<file path="config.mk">
export PLATFORM = sky130hd
export DESIGN_NAME = small_calculator_core_flat
export DESIGN_NICKNAME = d
export VERILOG_FILES = /design/src/rtl/small_calculator_core_pkg.sv /design/src/rtl/small_calculator_core_if.sv /design/src/rtl/small_calc_ctrl.sv /design/src/rtl/small_calc_path.sv /design/src/rtl/small_calculator_core.sv /design/src/flat_wrapper.sv
export SDC_FILE = /design/constraint.sdc
export NUM_CORES = 1
export LEC_CHECK = 0
export CAP_MARGIN = 15
export CORE_UTILIZATION = 52
export DETAILED_ROUTE_END_ITERATION = 8
export PLACE_DENSITY = 0.83
export SYNTH_ARGS = -nofsm -noshare
export SYNTH_HDL_FRONTEND = slang
export SYNTH_SLANG_ARGS = --single-unit
</file>
<file path="constraint.sdc">
create_clock -name clk -period 6.85 [get_ports clk]
set_input_delay 1.7125 -clock clk [delete_from_list [all_inputs] [get_ports clk]]
set_output_delay 1.7125 -clock clk [all_outputs]
set_load 0.01 [all_outputs]
</file>
<file path="src/rtl/small_calculator_core_pkg.sv">
// Shared definitions for the small calculator core: FSM state encoding,
// operation codes, register-file write-data selects and the ALU function.
package small_calculator_core_pkg;

    localparam int W = 4;

    // State numbers double as the debug CS encoding; the execute states
    // sit at 4..7 so that the low two bits equal the operation code.
    typedef enum logic [2:0] {
        S_IDLE   = 3'd0,
        S_LOAD_A = 3'd1,
        S_LOAD_B = 3'd2,
        S_DECODE = 3'd3,
        S_ADD    = 3'd4,
        S_SUB    = 3'd5,
        S_AND    = 3'd6,
        S_XOR    = 3'd7
    } state_t;

    typedef enum logic [1:0] {
        OP_ADD = 2'b00,
        OP_SUB = 2'b01,
        OP_AND = 2'b10,
        OP_XOR = 2'b11
    } op_t;

    // Register-file write-data source
    typedef enum logic [1:0] {
        S1_ALU  = 2'b00,
        S1_ZERO = 2'b01,
        S1_IN2  = 2'b10,
        S1_IN1  = 2'b11
    } s1_sel_t;

    // Register-file roles: R1 holds operand A, R2 operand B, R3 the result
    localparam logic [1:0] REG_A   = 2'd1;
    localparam logic [1:0] REG_B   = 2'd2;
    localparam logic [1:0] REG_RES = 2'd3;

    // Four-function ALU; all arithmetic wraps modulo 2**W
    function automatic logic [W-1:0] aluCompute(
        input op_t          c,
        input logic [W-1:0] a,
        input logic [W-1:0] b
    );
        logic [W-1:0] r;
        case (c)
            OP_ADD:  r = a + b;
            OP_SUB:  r = a - b;
            OP_AND:  r = a & b;
            default: r = a ^ b;
        endcase
        return r;
    endfunction

endpackage

</file>
<file path="src/rtl/small_calculator_core_if.sv">
// Request/result bundle of the calculator core. The master issues go/op and
// the operands; the slave (the core) returns the result, state and done.
interface small_calculator_core_if;

    logic       go;
    logic [1:0] op;
    logic [3:0] in1;
    logic [3:0] in2;
    logic [3:0] out;
    logic [2:0] CS;
    logic       done;

    modport master (
        output go, op, in1, in2,
        input  out, CS, done
    );

    modport slave (
        input  go, op, in1, in2,
        output out, CS, done
    );

endinterface

</file>
<file path="src/rtl/small_calc_ctrl.sv">
// Moore control FSM: IDLE -> LOAD_A -> LOAD_B -> DECODE -> one of four
// execute states -> IDLE. Produces every datapath control from the state.
module small_calc_ctrl
    import small_calculator_core_pkg::*;
(
    input  logic       i_clk,
    input  logic       i_rst_n,
    input  logic       i_go,
    input  logic [1:0] i_op,
    output logic [1:0] o_s1,
    output logic [1:0] o_wa,
    output logic       o_we,
    output logic [1:0] o_raa,
    output logic       o_rea,
    output logic [1:0] o_rab,
    output logic       o_reb,
    output logic [1:0] o_c,
    output logic       o_s2,
    output logic       o_done,
    output logic [2:0] o_cs
);

    state_t r_state;
    state_t w_nextState;

    // State register; reset is sampled on the clock and always wins, so a
    // sequence cut short here never reaches its writeback state.
    always_ff @(posedge i_clk) begin
        if (!i_rst_n) begin
            r_state <= S_IDLE;
        end else begin
            r_state <= w_nextState;
        end
    end

    // Next-state and control decode; everything idles at 0 unless a state
    // asks for it.
    always_comb begin
        w_nextState = r_state;
        o_s1        = S1_ALU;
        o_wa        = 2'd0;
        o_we        = 1'b0;
        o_raa       = 2'd0;
        o_rea       = 1'b0;
        o_rab       = 2'd0;
        o_reb       = 1'b0;
        o_c         = 2'd0;
        o_s2        = 1'b0;
        o_done      = 1'b0;
        case (r_state)
            S_IDLE: begin
                w_nextState = i_go ? S_LOAD_A : S_IDLE;
            end
            S_LOAD_A: begin
                o_s1        = S1_IN1;
                o_wa        = REG_A;
                o_we        = 1'b1;
                w_nextState = S_LOAD_B;
            end
            S_LOAD_B: begin
                o_s1        = S1_IN2;
                o_wa        = REG_B;
                o_we        = 1'b1;
                w_nextState = S_DECODE;
            end
            S_DECODE: begin
                w_nextState = state_t'({1'b1, i_op});
            end
            S_ADD, S_SUB, S_AND, S_XOR: begin
                o_raa       = REG_A;
                o_rea       = 1'b1;
                o_rab       = REG_B;
                o_reb       = 1'b1;
                o_c         = r_state[1:0];
                o_s2        = 1'b1;
                o_s1        = S1_ALU;
                o_wa        = REG_RES;
                o_we        = 1'b1;
                o_done      = 1'b1;
                w_nextState = S_IDLE;
            end
            default: begin
                w_nextState = S_IDLE;
            end
        endcase
    end

    assign o_cs = r_state;

endmodule

</file>
<file path="src/rtl/small_calc_path.sv">
// Datapath: 4x4 register file with one write and two gated read ports,
// write-data mux, ALU and the output gate.
module small_calc_path
    import small_calculator_core_pkg::*;
(
    input  logic         i_clk,
    input  logic         i_rst_n,
    input  logic [W-1:0] i_in1,
    input  logic [W-1:0] i_in2,
    input  logic [1:0]   i_s1,
    input  logic [1:0]   i_wa,
    input  logic         i_we,
    input  logic [1:0]   i_raa,
    input  logic         i_rea,
    input  logic [1:0]   i_rab,
    input  logic         i_reb,
    input  logic [1:0]   i_c,
    input  logic         i_s2,
    output logic [W-1:0] o_out
);

    logic [W-1:0] r_rf [4];
    logic [W-1:0] w_readA;
    logic [W-1:0] w_readB;
    logic [W-1:0] w_alu;
    logic [W-1:0] w_wdata;

    // Read ports see the stored contents, so a same-cycle read of the
    // address being written still returns the old value.
    assign w_readA = i_rea ? r_rf[i_raa] : '0;
    assign w_readB = i_reb ? r_rf[i_rab] : '0;
    assign w_alu   = aluCompute(op_t'(i_c), w_readA, w_readB);
    assign o_out   = i_s2 ? w_alu : '0;

    // Write-data source select
    always_comb begin
        w_wdata = '0;
        case (s1_sel_t'(i_s1))
            S1_IN1:  w_wdata = i_in1;
            S1_IN2:  w_wdata = i_in2;
            S1_ZERO: w_wdata = '0;
            default: w_wdata = w_alu;
        endcase
    end

    // Register file storage; reset clears every entry and blocks the write
    always_ff @(posedge i_clk) begin
        if (!i_rst_n) begin
            for (int i = 0; i < 4; i++) begin
                r_rf[i] <= '0;
            end
        end else if (i_we) begin
            r_rf[i_wa] <= w_wdata;
        end
    end

endmodule

</file>
<file path="src/rtl/small_calculator_core.sv">
// Calculator compute leaf: joins the control FSM to the datapath and
// exposes the request/result bundle through the interface.
module small_calculator_core
    import small_calculator_core_pkg::*;
(
    input  logic                    clk,
    input  logic                    rst_n,
    small_calculator_core_if.slave  bus
);

    logic [1:0]   w_s1;
    logic [1:0]   w_wa;
    logic         w_we;
    logic [1:0]   w_raa;
    logic         w_rea;
    logic [1:0]   w_rab;
    logic         w_reb;
    logic [1:0]   w_c;
    logic         w_s2;
    logic         w_done;
    logic [2:0]   w_cs;
    logic [W-1:0] w_out;

    small_calc_ctrl u_ctrl (
        .i_clk   (clk),
        .i_rst_n (rst_n),
        .i_go    (bus.go),
        .i_op    (bus.op),
        .o_s1    (w_s1),
        .o_wa    (w_wa),
        .o_we    (w_we),
        .o_raa   (w_raa),
        .o_rea   (w_rea),
        .o_rab   (w_rab),
        .o_reb   (w_reb),
        .o_c     (w_c),
        .o_s2    (w_s2),
        .o_done  (w_done),
        .o_cs    (w_cs)
    );

    small_calc_path u_path (
        .i_clk   (clk),
        .i_rst_n (rst_n),
        .i_in1   (bus.in1),
        .i_in2   (bus.in2),
        .i_s1    (w_s1),
        .i_wa    (w_wa),
        .i_we    (w_we),
        .i_raa   (w_raa),
        .i_rea   (w_rea),
        .i_rab   (w_rab),
        .i_reb   (w_reb),
        .i_c     (w_c),
        .i_s2    (w_s2),
        .o_out   (w_out)
    );

    assign bus.out  = w_out;
    assign bus.CS   = w_cs;
    assign bus.done = w_done;

endmodule

</file>
<file path="src/flat_wrapper.sv">
// flat-port wrapper written by rule: the top's interface ports become plain ports
module small_calculator_core_flat import small_calculator_core_pkg::*;
  (clk, rst_n, bus_go, bus_op, bus_in1, bus_in2, bus_out, bus_CS, bus_done);
  small_calculator_core_if bus_i ();
  input  logic clk;
  input  logic rst_n;
  input wire logic [$bits(bus_i.go)-1:0] bus_go;
  input wire logic [$bits(bus_i.op)-1:0] bus_op;
  input wire logic [$bits(bus_i.in1)-1:0] bus_in1;
  input wire logic [$bits(bus_i.in2)-1:0] bus_in2;
  output wire logic [$bits(bus_i.out)-1:0] bus_out;
  output wire logic [$bits(bus_i.CS)-1:0] bus_CS;
  output wire logic [$bits(bus_i.done)-1:0] bus_done;
  assign bus_i.go = bus_go;
  assign bus_i.op = bus_op;
  assign bus_i.in1 = bus_in1;
  assign bus_i.in2 = bus_in2;
  assign bus_out = bus_i.out;
  assign bus_CS = bus_i.CS;
  assign bus_done = bus_i.done;
  small_calculator_core u_core (.clk(clk), .rst_n(rst_n), .bus(bus_i));
endmodule
</file>
==> results of run 1 <==
-- synthesized netlist by cell type, types with 2 or more instances --
master	number
a21oi_1	2
and2_1	9
and3_1	4
buf_6	2
clkbuf_1	4
dfxtp_1	3
edfxtp_1	8
ha_1	8
inv_1	7
mux2i_1	2
nand2_1	9
nand2b_1	2
nor2_1	8
nor2b_1	3
o211a_1	2
o21a_1	2
o21ai_0	6
xnor2_1	2
-- power groups by stage --
stage          clock [mW]  combinational [mW]  sequential, mW
3_5_place_dp            0              0.0375          0.0875
4_1_cts            0.0429              0.0379          0.0861
2_1_floorplan           0              0.0281          0.0830
5_1_grt            0.0453              0.0414          0.0870
6_report           0.0418              0.0376          0.0859
3_3_place_gp            0              0.0362          0.0871
-- logic make-up (layout without fill, tap and decap cells) --
kind of cell | Yosys count | after routing | share of synthesized area [%]
buf+inv | 13 | 31 | 7.338
compound gates | 14 | 14 | 11.80
flops | 11 | 11 | 34.53
xor+xnor | 2 | 2 | 2.015
mux | 4 | 4 | 4.892
simple gates | 40 | 40 | 25.61
fa+ha+maj | 9 | 9 | 13.81
-- sequential cells by signal, summed over array words and instances, names as in the netlist --
name,cells
u_core.u_path.r_rf,8
u_core.u_ctrl.o_cs,3
-- metrics by stage --
step / instance area, um^2 / instances / worst slack, ns / util (%)
floorplan: 869.6 / 93 / 2.640 / -
global route: 1079 / 127 / 1.476 / 69.97
global placement: 1052 / 123 / 2.190 / 68.26
finish: 1079 / 127 / 1.788 / 69.97
detailed placement: 1052 / 123 / 2.051 / 68.26
CTS: 1079 / 127 / 1.764 / 69.97
-- placed cells by master (no fill, tap or decap), types with 2 or more instances in the layout --
cell	count
a21oi_1	2
and2_1	9
and3_1	4
clkbuf_4	3
clkdlybuf4s50_1	20
dfxtp_1	3
edfxtp_1	8
ha_1	8
inv_1	7
mux2i_1	2
nand2_1	9
nand2b_1	2
nor2_1	8
nor2b_1	3
o211a_1	2
o21a_1	2
o21ai_0	6
xnor2_1	2
-- path summary, 6_finish.rpt --
kind / startpoint / end / slack [ns]
worst max-delay path: u_core.u_ctrl.o_cs[2] / bus_out[3] / 1.79
worst min-delay path: u_core.u_ctrl.o_cs[0] / u_core.u_ctrl.o_cs[2] / 0.67
worst max register to register: u_core.u_ctrl.o_cs[1] / u_core.u_path.r_rf[2][1] / 5.03
worst min register to register: u_core.u_ctrl.o_cs[0] / u_core.u_ctrl.o_cs[2] / 0.67
-- metal layers --
layer,wire [um],part of all wire (%)
met3,45,2.6
met4,30,1.8
met2,878,52
met5,0,0
met1,750,44
-- layout make-up --
type	instances	area [um^2]	share of cell area [%]
sequential	11	300.3	27.84
clock buffer	4	26.28	2.436
multi-input combinational	69	505.5	46.87
inverter	7	26.28	2.436
tap	16	20.02	1.856
timing repair buffer	20	200.2	18.56
-- critical path, stage by stage (launching register included) --
cell and delay, ns:
dfxtp_1 0.65, and2_1 0.23, inv_1 0.05, ha_1 0.29
mux2_1 0.34, inv_1 0.08, ha_1 0.21, nor2b_1 0.12
o21ai_0 0.25, nor3b_1 0.29, a211oi_2 0.10, clkdlybuf4s50_1 0.48
==> impl_metrics.toml, run 1 <==
[status]
status = "completed"

[timing]
drv_slew = 0
tightestPinTransition_ns = 0.6424
slew_headroom_pct = 56.72
report.final.setup_viol = 0
clock_skew_ns = 0.007023
hold_viol = 0
tns_ns = 0
rsz0062_at_grt = "no"
min_period_ns = 5.062
hold_ws_ns = 0.6681
max_freq_ghz = 0.1976
period_share_pct = 73.90

[critical_path]
worstRegToRegCells = 2
required_ns = 5.14
start_kind = "flop"
path_class = "reg2out"
crit_arrival_ns = 3.35
crit_fanout = 20
end_kind = "output pin"

[cts]
cts_max_level = 1
ctsHoldBuffers = 0
cts_setup_buffers = 0
cts_tree = "yes"
cts_resized = 0
clkSinkCount = 11
path_clk_slew_ns = 0.06
clk_path_buf_depth = 2
root_buffer = "clkbuf_4"
clk_latency_ns = 0.26
numCtsBuffers = 3

[synth]
synth_flop_cell = "edfxtp_1"
synth_area_leaders = "edfxtp_1 (28%), ha_1 (12%), dfxtp_1 (6.9%), and2_1 (6.5%), nand2_1 (3.9%)"
synth_nets = 115
syn_inst = 93
synth_top_area_share_pct = 27.63
synth-async-reset-ratio_pct = 0
synth.avg_cell_area_um2 = 9.350
synth_area_leader_cell = "edfxtp_1"
synth-seq-cells = 11
seq_area_frac_synth_pct = 34.53
ys_warn_count = 0
synth_area_um2 = 869.6
ys_types = 28
synth_edf_count = 8

[final_layout]
num_antenna_cells = 0
fillers = 132
area_growth_pct = 24.03
drive_gt1_share_pct = 8.108
fin_nets = 134

[placement]
post-dp-hpwl_mm = 1.352
place.gp.congestion = 0.8525
io_buffers = 20

[power_and_ir_drop]
max-vdd-ir-drop_uv = 148.1
p_leak_nw = 0.4905
switching_share_pct = 26.16
clockPowerShare_pct = 25.3
finalPower_mw = 0.1653
power.switching_mw = 0.04324
p_seq_share_pct = 52.0
comb_power_share_pct = 22.7
intPower_mw = 0.1220
power_density_nw_per_um2 = 153.2

[run]
cap_violations = 0

[global_route]
grt-busiest-layer = "met2"
grt_max_degree = 21
grt_antenna_before_repair = 0
use_met2_pct = 37.27
grt_use_met1_pct = 26.09
overflow = 0
grt_use_total_pct = 21.10
met3_usage_pct = 2.553
grt_pass1_vias = 647
grt_pass1_wl_mm = 2.884

[floorplan]
die_w_um = 42.90
io_pins = 21
start_util_pct = 56.41
die_h_um = 42.90
core-area_um2 = 1541
rows = 14
dieArea_um2 = 1840

[route]
drtAntennaViolNets = 0
vias = 705
drt-initial-drc-count = 7
routedWlPerCell_um = 13.42
via_per_inst = 5.551
drt_wl_total_mm = 1.704
drt-pass1-iter-count = 4
drc_errors = 0

[min_path]
worstHoldPathCells = 2
hp-class = "reg2reg"
Note: power is estimated with default switching activity, not from simulation.
==> run 2, diff against run 1 <==
--- a/config.mk
+++ b/config.mk
@@ -6,9 +6,9 @@
 export NUM_CORES = 1
 export LEC_CHECK = 0
 export CAP_MARGIN = 15
-export CORE_UTILIZATION = 52
+export CORE_UTILIZATION = 43
 export DETAILED_ROUTE_END_ITERATION = 8
-export PLACE_DENSITY = 0.83
+export PLACE_DENSITY = 0.74
 export SYNTH_ARGS = -nofsm -noshare
 export SYNTH_HDL_FRONTEND = slang
 export SYNTH_SLANG_ARGS = --single-unit
==> constraint.sdc (replaced) <==
create_clock -name clk -period 4.3 [get_ports clk]
set_input_delay 1.075 -clock clk [delete_from_list [all_inputs] [get_ports clk]]
set_output_delay 1.075 -clock clk [all_outputs]
set_load 0.01 [all_outputs]
==> impl_metrics.toml, run 2 (synthesis results as in run 1) <==
[status]
status = "completed"

[placement]
io_buffers = 20
dp.cells = 135
post-dp-hpwl_mm = 1.365
place.gp.congestion = 0.8178

[critical_path]
worstRegToRegCells = 3
crit_fanout = 11
rr_endpoint = "u_core.u_path.r_rf[2][3]"
end_kind = "output pin"
crit_arrival_ns = 3.04
crit_path_end = "bus_out[3]"
required_ns = 3.22
path_class = "reg2out"
r2r_slack_ns = 2.78
r2r_start = "u_core.u_ctrl.o_cs[1]"
start_kind = "flop"
crit_start = "u_core.u_ctrl.o_cs[2]"

[final_layout]
fin_nets = 137
final_util_pct = 62.08
stdcell_count = 139
fillers = 172
drive_gt1_share_pct = 12.28
final_cell_mix = "clkdlybuf4s50_1 (20), and2_1 (9), nand2_1 (9)"
mostFrequentLayoutCell = "clkdlybuf4s50_1"
regMostFlops = "u_core.u_path.r_rf"
num_antenna_cells = 0
largest_reg_flops = 8
area_growth_pct = 28.63

[cts]
numCtsBuffers = 3
root_buffer = "clkbuf_4"
cts_setup_buffers = 0
clk_path_buf_depth = 2
ctsHoldBuffers = 0
clk_latency_ns = 0.27
cts_tree = "yes"
cts_resized = 0
clkSinkCount = 11
cts_max_level = 1
path_clk_slew_ns = 0.07

[floorplan]
dieArea_um2 = 2206
start_util_pct = 48.26
core-area_um2 = 1802
io_pins = 21
die_h_um = 46.97
rows = 15
die_w_um = 46.97

[timing]
max_freq_ghz = 0.2430
slew_headroom_pct = 63.42
report.final.setup_viol = 0
clock_skew_ns = 0.006700
min_period_ns = 4.114
tns_ns = 0
drv_slew = 0
hold_ws_ns = 0.6144
period_share_pct = 95.68
tightestPinTransition_ns = 0.5429
hold_viol = 0

[route]
via_per_inst = 4.971
top_layer = "met3"
drtAntennaViolNets = 0
vias = 691
route.met3.wl_um = 48
drt_wl_total_mm = 1.708
wl_met1_um = 713
routedWlPerCell_um = 12.29
drc_errors = 0
met2_length_um = 945
drt-initial-drc-count = 13
drt-pass1-iter-count = 4

[power_and_ir_drop]
finalPower_mw = 0.2686
power_density_nw_per_um2 = 240.1
p_leak_nw = 0.5106
max-vdd-ir-drop_uv = 183.7

[global_route]
grt_pass1_wl_mm = 2.594
grt_antenna_before_repair = 0
grt_use_total_pct = 17.65
grt_max_degree = 14
grt_pass1_vias = 643
overflow = 0

[min_path]
hp-class = "reg2reg"

[run]
cap_violations = 0
==> run 2: final cells by class <==
class,instances,area [um^2],area share [%]
Timing Repair Buffer,23,222.7,19.91
Inverter,7,26.28,2.349
Clock buffer,4,26.28,2.349
Tap cell,25,31.28,2.796
Sequential cell,11,301.5,26.96
Multi-Input combinational cell,69,510.5,45.64
==> run 2: worst min-delay path by stage <==
stage	start	end	slack (ns)	cells past startpoint
5_1_grt	u_core.u_ctrl.o_cs[0]	u_core.u_ctrl.o_cs[2]	0.65	3
3_3_place_gp	u_core.u_ctrl.o_cs[0]	u_core.u_ctrl.o_cs[2]	0.62	3
6_report	u_core.u_ctrl.o_cs[0]	u_core.u_ctrl.o_cs[2]	0.61	3
2_1_floorplan	u_core.u_ctrl.o_cs[0]	u_core.u_ctrl.o_cs[2]	0.61	3
3_5_place_dp	u_core.u_ctrl.o_cs[0]	u_core.u_ctrl.o_cs[2]	0.62	3
4_1_cts	u_core.u_ctrl.o_cs[0]	u_core.u_ctrl.o_cs[2]	0.63	3
==> run 2: metrics by stage <==
| stage | worst slack (ns) | instance area (um^2) |
|---|---|---|
| floorplan | 0.7275 | 869.6 |
| global placement | 0.4701 | 1086 |
| detailed placement | 0.3867 | 1086 |
| CTS | 0.06736 | 1112 |
| global route | -0.02361 | 1119 |
| finish | 0.1856 | 1119 |
==> run 2: report_power, final <==
part           switching, mW  internal, mW  total [mW]  leakage [nW]
Sequential           0.00587         0.124       0.130         0.110
Combinational         0.0314        0.0374      0.0688         0.386
Clock                 0.0337        0.0359      0.0696        0.0150
==> run 2: routing by layer <==
metal / track usage [%] / vias up
li1: - / 355
met4: 9.143 / 0
met5: 0 / -
met3: 4.615 / 0
met1: 17.99 / 324
met2: 32.78 / 12
==> run 2: worst max-delay path, stage by stage, from the launching register on <==
cell and delay [ns]:
dfxtp_2 0.41, and2_1 0.17, inv_1 0.05, ha_1 0.28, mux2_1 0.34, inv_1 0.07
ha_1 0.21, nor2b_1 0.12, o21ai_0 0.25, a221oi_2 0.10, a211oi_2 0.21, clkdlybuf4s50_1 0.56
